**src/rtl/hit_life_manager_pkg.sv**
```systemverilog
// Shared definitions for the hit/lives manager and its consumers.
// State encodings are exported so HUD and render stages decode them identically.
package hit_life_manager_pkg;

    typedef enum logic [1:0] {
        ST_IDLE     = 2'd0,
        ST_PLAY     = 2'd1,
        ST_INVINC   = 2'd2,
        ST_GAMEOVER = 2'd3
    } state_t;

    // A game is running; start requests are ignored in these states.
    function automatic logic is_ingame(input state_t s);
        return (s == ST_PLAY) || (s == ST_INVINC);
    endfunction

endpackage

```
**src/rtl/hit_life_manager_frame_down_counter.sv**
```systemverilog
// Frame-tick down counter: synchronous load, decrement on tick, zero flag.
// Ports: i_Clk, i_Rst (async high), i_Load, i_LoadVal, i_Tick -> o_Count, o_Zero.
module frame_down_counter #(
    parameter int W = 7
) (
    input  logic         i_Clk,
    input  logic         i_Rst,
    input  logic         i_Load,
    input  logic [W-1:0] i_LoadVal,
    input  logic         i_Tick,
    output logic [W-1:0] o_Count,
    output logic         o_Zero
);

    logic [W-1:0] r_Count;

    // Load wins over decrement; the count saturates at zero.
    always_ff @(posedge i_Clk or posedge i_Rst) begin
        if (i_Rst) begin
            r_Count <= '0;
        end else if (i_Load) begin
            r_Count <= i_LoadVal;
        end else if (i_Tick && (r_Count != '0)) begin
            r_Count <= r_Count - W'(1);
        end
    end

    assign o_Count = r_Count;
    assign o_Zero  = (r_Count == '0);

endmodule

```
**src/rtl/hit_life_manager.sv**
```systemverilog
// Turns the per-frame collision flag into hit events, lives, invincibility and game over.
// Ports: i_Clk, i_Rst (async high), i_FrameTick, i_IsCollision, i_GameStart ->
//   o_HitPulse, o_Lives[LIVES_W], o_Invincible, o_GameOver, o_SpriteOn.
// Option: define HIT_BLINK_EN to blink the sprite during invincibility.
import hit_life_manager_pkg::*;

module hit_life_manager #(
    parameter int INIT_LIVES    = 3,
    parameter int LIVES_W       = 3,
    parameter int INVINC_FRAMES = 60,
    parameter int INVINC_W      = 7,
    parameter int BLINK_PERIOD  = 4
) (
    input  logic               i_Clk,
    input  logic               i_Rst,
    input  logic               i_FrameTick,
    input  logic               i_IsCollision,
    input  logic               i_GameStart,
    output logic               o_HitPulse,
    output logic [LIVES_W-1:0] o_Lives,
    output logic               o_Invincible,
    output logic               o_GameOver,
    output logic               o_SpriteOn
);

    if (INIT_LIVES < 1 || INIT_LIVES > (2**LIVES_W - 1)) begin : g_bad_lives
        $error("INIT_LIVES out of range for LIVES_W");
    end
    if (INVINC_FRAMES < 1 || INVINC_FRAMES > (2**INVINC_W - 1)) begin : g_bad_invinc
        $error("INVINC_FRAMES out of range for INVINC_W");
    end
    if (BLINK_PERIOD < 1) begin : g_bad_blink
        $error("BLINK_PERIOD must be at least 1");
    end

    state_t               r_State;
    state_t               w_StateNxt;
    logic                 r_HitPulse;
    logic [LIVES_W-1:0]   r_Lives;
    logic [LIVES_W-1:0]   w_LivesNxt;
    logic                 r_Invincible;
    logic                 r_GameOver;

    logic                 w_InPlay;
    logic                 w_InInv;
    logic                 w_Start;
    logic                 w_Hit;
    logic                 w_Fatal;
    logic                 w_InvLoad;
    logic                 w_InvEnd;
    logic [INVINC_W-1:0]  w_InvCount;
    logic                 w_InvZero;

    assign w_InPlay  = (r_State == ST_PLAY);
    assign w_InInv   = (r_State == ST_INVINC);
    assign w_Start   = i_GameStart && !is_ingame(r_State);
    // Collision is only sampled on a frame tick, so glitches between ticks are invisible.
    assign w_Hit     = w_InPlay && i_FrameTick && i_IsCollision
                       && (r_Lives != '0);
    assign w_Fatal   = w_Hit && (r_Lives == LIVES_W'(1));
    assign w_InvLoad = w_Hit && !w_Fatal;
    // The zero term only recovers from an impossible empty window.
    assign w_InvEnd  = w_InInv
                       && ((i_FrameTick && (w_InvCount == INVINC_W'(1)))
                           || w_InvZero);

    frame_down_counter #(
        .W (INVINC_W)
    ) u_invinc_cnt (
        .i_Clk     (i_Clk),
        .i_Rst     (i_Rst),
        .i_Load    (w_InvLoad),
        .i_LoadVal (INVINC_W'(INVINC_FRAMES)),
        .i_Tick    (i_FrameTick && w_InInv),
        .o_Count   (w_InvCount),
        .o_Zero    (w_InvZero)
    );

    always_comb begin
        w_StateNxt = r_State;
        w_LivesNxt = r_Lives;
        unique case (r_State)
            ST_IDLE, ST_GAMEOVER: begin
                if (w_Start) begin
                    w_StateNxt = ST_PLAY;
                    w_LivesNxt = LIVES_W'(INIT_LIVES);
                end
            end
            ST_PLAY: begin
                if (w_Hit) begin
                    w_LivesNxt = r_Lives - LIVES_W'(1);
                    w_StateNxt = w_Fatal ? ST_GAMEOVER : ST_INVINC;
                end
            end
            ST_INVINC: begin
                if (w_InvEnd) begin
                    w_StateNxt = ST_PLAY;
                end
            end
            default: begin
                w_StateNxt = ST_IDLE;
            end
        endcase
    end

    always_ff @(posedge i_Clk or posedge i_Rst) begin
        if (i_Rst) begin
            r_State      <= ST_IDLE;
            r_HitPulse   <= 1'b0;
            r_Lives      <= LIVES_W'(INIT_LIVES);
            r_Invincible <= 1'b0;
            r_GameOver   <= 1'b0;
        end else begin
            r_State      <= w_StateNxt;
            r_HitPulse   <= w_Hit;
            r_Lives      <= w_LivesNxt;
            r_Invincible <= (w_StateNxt == ST_INVINC);
            r_GameOver   <= (w_StateNxt == ST_GAMEOVER);
        end
    end

`ifdef HIT_BLINK_EN
    localparam int BLINK_W = $clog2(BLINK_PERIOD + 1);

    logic               r_SpriteOn;
    logic [BLINK_W-1:0] w_BlinkCount;
    logic               w_BlinkZero;
    logic               w_BlinkWrap;

    // One half-period has elapsed: toggle and start the next one.
    assign w_BlinkWrap = w_InInv && i_FrameTick
                         && ((w_BlinkCount == BLINK_W'(1)) || w_BlinkZero);

    frame_down_counter #(
        .W (BLINK_W)
    ) u_blink_cnt (
        .i_Clk     (i_Clk),
        .i_Rst     (i_Rst),
        .i_Load    (w_InvLoad || w_BlinkWrap),
        .i_LoadVal (BLINK_W'(BLINK_PERIOD)),
        .i_Tick    (i_FrameTick && w_InInv),
        .o_Count   (w_BlinkCount),
        .o_Zero    (w_BlinkZero)
    );

    always_ff @(posedge i_Clk or posedge i_Rst) begin
        if (i_Rst) begin
            r_SpriteOn <= 1'b1;
        end else if (w_StateNxt != ST_INVINC) begin
            r_SpriteOn <= 1'b1;
        end else if (w_InvLoad) begin
            r_SpriteOn <= 1'b0;
        end else if (w_BlinkWrap) begin
            r_SpriteOn <= ~r_SpriteOn;
        end
    end

    assign o_SpriteOn = r_SpriteOn;
`else
    assign o_SpriteOn = 1'b1;
`endif

    assign o_HitPulse   = r_HitPulse;
    assign o_Lives      = r_Lives;
    assign o_Invincible = r_Invincible;
    assign o_GameOver   = r_GameOver;

endmodule

```
**config.mk**
```make
export PLATFORM = sky130hd
export DESIGN_NAME = hit_life_manager
export DESIGN_NICKNAME = d
export VERILOG_FILES = /design/src/rtl/hit_life_manager_pkg.sv /design/src/rtl/hit_life_manager_frame_down_counter.sv /design/src/rtl/hit_life_manager.sv
export SDC_FILE = /design/constraint.sdc
export NUM_CORES = 1
export LEC_CHECK = 0
export ABC_AREA = 1
export ABC_CLOCK_PERIOD_IN_PS = 2200
export CORE_MARGIN = 2
export CORE_UTILIZATION = 30
export CTS_BUF_LIST = sky130_fd_sc_hd__clkbuf_8 sky130_fd_sc_hd__clkbuf_16
export CTS_CLUSTER_DIAMETER = 200
export DETAILED_ROUTE_END_ITERATION = 6
export DONT_BUFFER_PORTS = 1
export MAX_ROUTING_LAYER = met4
export SLEW_MARGIN = 20
export SYNTH_ARGS = -nofsm -noshare
export SYNTH_HDL_FRONTEND = slang
export SYNTH_HIERARCHICAL = 1
export SYNTH_SLANG_ARGS = --single-unit
```
**constraint.sdc**
```tcl
create_clock -name i_Clk -period 2.2 [get_ports i_Clk]
set_input_delay 0.33 -clock i_Clk [delete_from_list [all_inputs] [get_ports i_Clk]]
set_output_delay 0.33 -clock i_Clk [all_outputs]
set_load 0.02 [all_outputs]
```
==> impl_metrics.py <==
metrics = {
    "worst_hold_path": {
        "hold_path.startpoint": "i_FrameTick",
        "min_path_cells": 2,
        "worst_hold_path_class": "in2reg",
        "min_delay_worst_endpoint": "o_HitPulse$_DFF_PP0_",
    },
    "routing": {
        "ratio_of_routed_vias_to_standard_cells": 4.17,
        "detail_route.iter0.violations": 22,
        "postRouteWirelength_um": 2070,
        "via_count": 893,
        "final_antenna_net_count": 0,
        "first_pass_iters": 2,
        "drc": 0,
        "wl_per_cell_um": 9.65,
    },
    "worst_setup_path": {
        "worst_setup_path_end_kind": "register",
        "ff2ff_setup_slack_ns": 0.42,
        "rr_worst_depth": 9,
        "worstReg2RegStart": "o_Lives[0]$_DFFE_PP1P_",
        "cp.arrival_ns": 1.92,
        "worstPathMaxFanout": 8,
        "path_class": "reg2reg",
        "required_ns": 2.33,
        "start_kind": "register",
        "rr_endpoint": "u_invinc_cnt/o_Count[4]$_DFFE_PP0P_",
    },
    "yosys": {
        "synth_warnings": 6,
        "post-synth-top-count-cell": "sky130_fd_sc_hd__nand2_1",
        "synth_area_leaders": "sky130_fd_sc_hd__dfrtp_1 30%, sky130_fd_sc_hd__nand2_1 16%, sky130_fd_sc_hd__inv_1 11%",
        "synthesis.area_per_instance_um2": 6.91,
        "synth_enable_flop_cells": 0,
        "synth_cell_types": 25,
        "synth-seq-cells": 15,
        "yosysTopAreaCell": "sky130_fd_sc_hd__dfrtp_1",
        "synth_sequential_area_ratio": 0.346,
        "post_synth_most_frequent_cells": "46 x sky130_fd_sc_hd__nand2_1, 31 x sky130_fd_sc_hd__inv_1, 13 x sky130_fd_sc_hd__dfrtp_1, 13 x sky130_fd_sc_hd__nand3_1, 8 x sky130_fd_sc_hd__nor2_1",
        "synth.top_cell.area_share": 0.298,
        "synth_top_flop_cell": "sky130_fd_sc_hd__dfrtp_1",
        "syn_inst": 158,
        "synthArstFlopShare": 1.00,
        "syn-cell-area_um2": 1090,
    },
    "sta": {
        "clock-skew-final_ns": 0.00790,
        "finalCritPeriodShare": 0.810,
        "rsz0062_at_grt": "no",
        "timing_max_transition_violations_final": 0,
        "final_worst_setup_slack_ns": 0.417,
        "hold_viol": 0,
        "tns_ns": 0,
        "finalSetupViolations": 0,
        "post-route-min-period_ns": 1.78,
        "fmaxAchievable_ghz": 0.561,
    },
    "clocking": {
        "clock_path_buffers": 2,
        "cts.repair_timing.setup_buffer_count": 0,
        "clock_sinks": 15,
        "tritoncts": "yes",
        "path_clk_slew_ns": 0.07,
        "worst_skew_late_latency_ns": 0.25,
        "htreeDepth": 1,
        "cts_made_buffers": 3,
        "cts_hold_repair.buffers": 1,
        "number_of_instances_resized_during_post_cts_repair": 0,
        "clock_tree.root_cell": "sky130_fd_sc_hd__clkbuf_8",
    },
    "finish": {
        "areaGrowthSynthToFinish_pct": 11.2,
        "num-nets-final": 180,
        "drive_gt1_frac": 0.143,
        "n_fill_cell": 375,
        "multi_input_area_um2": 591,
        "insertedDiodeCount": 0,
        "final-seq-area_um2": 378,
        "fin_area_um2": 1210,
    },
    "die": {
        "placementRows": 21,
        "fp.dieH_um": 64.3,
        "die_w_um": 64.3,
        "boundaryPins": 12,
        "design.core.area_um2": 3420,
        "floorplan.initialDensity": 0.319,
        "die_area_um2": 4140,
    },
    "grt": {
        "grt-ovfl-total": 0,
        "grt_antenna_before_repair": 0,
        "vias_in_the_first_global_route": 861,
        "gr-usage-all-layers": 0.116,
        "grt_start_max_net_pins": 10,
        "wire_length_of_the_first_global_routing_pass_um": 3750,
    },
    "pwr": {
        "worst_ir_drop_vdd_v": 0.000537,
        "finalPower_uw": 1770,
        "total_leakage_power_uw": 0.000657,
        "power-per-cell-area_nw_per_um2": 1460,
    },
    "placement": {
        "dpl.hpwl_um": 1630,
        "place.gp.congestion": 0.810,
        "place_worst_setup_slack_ns": 0.439,
        "io_buffer_count": 0,
        "area_after_dpl_um2": 1160,
    },
    "status": {
        "outcome": "complete, no violations",
    },
    "flow_run": {
        "timing.max_cap.violations": 0,
    },
}
## registers in the layout, summed over array words and instances (netlist names)
register and flops:
o_GameOver 1, o_HitPulse 1, o_Invincible 1, o_Lives 3, r_State 2, u_invinc_cnt/o_Count 7
## cell type report
class	count	area share
Tap cell	46	0.0474
Sequential cell	15	0.311
Inverter	33	0.102
Clock inverter	1	0.00412
Timing Repair Buffer	2	0.0144
Multi-Input combinational cell	114	0.487
Clock buffer	3	0.0340
## stage by stage
stage	std cells	hold WS, ns	utilization
after floorplan	164	0.133	-
after global placement	209	0.179	0.339
after detailed placement	209	0.186	0.339
after CTS	214	0.199	0.355
after global routing	214	0.224	0.355
final	214	0.202	0.355
## cell usage in the layout (no fill, tap or decap), types with 3 or more instances in the layout
master                     instances
sky130_fd_sc_hd__o21ai_1           6
sky130_fd_sc_hd__inv_1            31
sky130_fd_sc_hd__nand3_1          13
sky130_fd_sc_hd__nor2_1            8
sky130_fd_sc_hd__nor2_2            7
sky130_fd_sc_hd__conb_1            8
sky130_fd_sc_hd__clkbuf_8          3
sky130_fd_sc_hd__nand2_2           4
sky130_fd_sc_hd__dfrtp_1          13
sky130_fd_sc_hd__o21ai_0           4
sky130_fd_sc_hd__nand2_1          46
sky130_fd_sc_hd__ha_1              6
## per-layer routing
| metal | vias to the layer above | share of wire | global-route usage |
|---|---|---|---|
| li1 | 489 | - | - |
| met2 | 8 | 0.41 | 0.172 |
| met3 | 4 | 0.022 | 0.0194 |
| met4 | 0 | 0.011 | 0.0319 |
| met5 | - | 0 | - |
| met1 | 392 | 0.56 | 0.164 |
## report_power, final
part	internal (µW)	total (µW)	switching [µW]
Sequential	418	592	174
Clock	126	231	105
Combinational	351	944	592
## kinds of logic (layout without fill, tap and decap cells)
| family | after synthesis | count (layout) | synth area share |
|---|---|---|---|
| and+or+nand+nor | 86 | 86 | 0.374 |
| DFF | 15 | 15 | 0.346 |
| other | 2 | 8 | 0.00688 |
| xor gates and xnor gates | 1 | 1 | 0.00803 |
| AOI/OAI and AO/OA | 13 | 13 | 0.0631 |
| buffers and inverters | 35 | 39 | 0.133 |
| adders and majority gates | 6 | 6 | 0.0688 |
## worst max-delay path, stage by stage (launching register included)
cell and delay, ns:
sky130_fd_sc_hd__dfstp_2 0.62, sky130_fd_sc_hd__inv_1 0.10, sky130_fd_sc_hd__ha_1 0.21, sky130_fd_sc_hd__nand2_1 0.12, sky130_fd_sc_hd__and3_1 0.18, sky130_fd_sc_hd__inv_1 0.14, sky130_fd_sc_hd__nand3_1 0.12, sky130_fd_sc_hd__nand2_1 0.06
sky130_fd_sc_hd__nand2_1 0.05, sky130_fd_sc_hd__o21ai_1 0.06
## how the worst max path moves through the flow
stage | cells past startpoint | startpoint | end
3_5_place_dp | 9 | o_Lives[0]$_DFFE_PP1P_ | u_invinc_cnt/o_Count[4]$_DFFE_PP0P_
5_1_grt | 9 | o_Lives[0]$_DFFE_PP1P_ | u_invinc_cnt/o_Count[4]$_DFFE_PP0P_
6_report | 9 | o_Lives[0]$_DFFE_PP1P_ | u_invinc_cnt/o_Count[4]$_DFFE_PP0P_
3_3_place_gp | 9 | o_Lives[0]$_DFFE_PP1P_ | u_invinc_cnt/o_Count[2]$_DFFE_PP0P_
2_1_floorplan | 10 | o_Lives[0]$_DFFE_PP1P_ | u_invinc_cnt/o_Count[2]$_DFFE_PP0P_
4_1_cts | 9 | o_Lives[0]$_DFFE_PP1P_ | u_invinc_cnt/o_Count[4]$_DFFE_PP0P_
(Power assumes the default switching activity.)
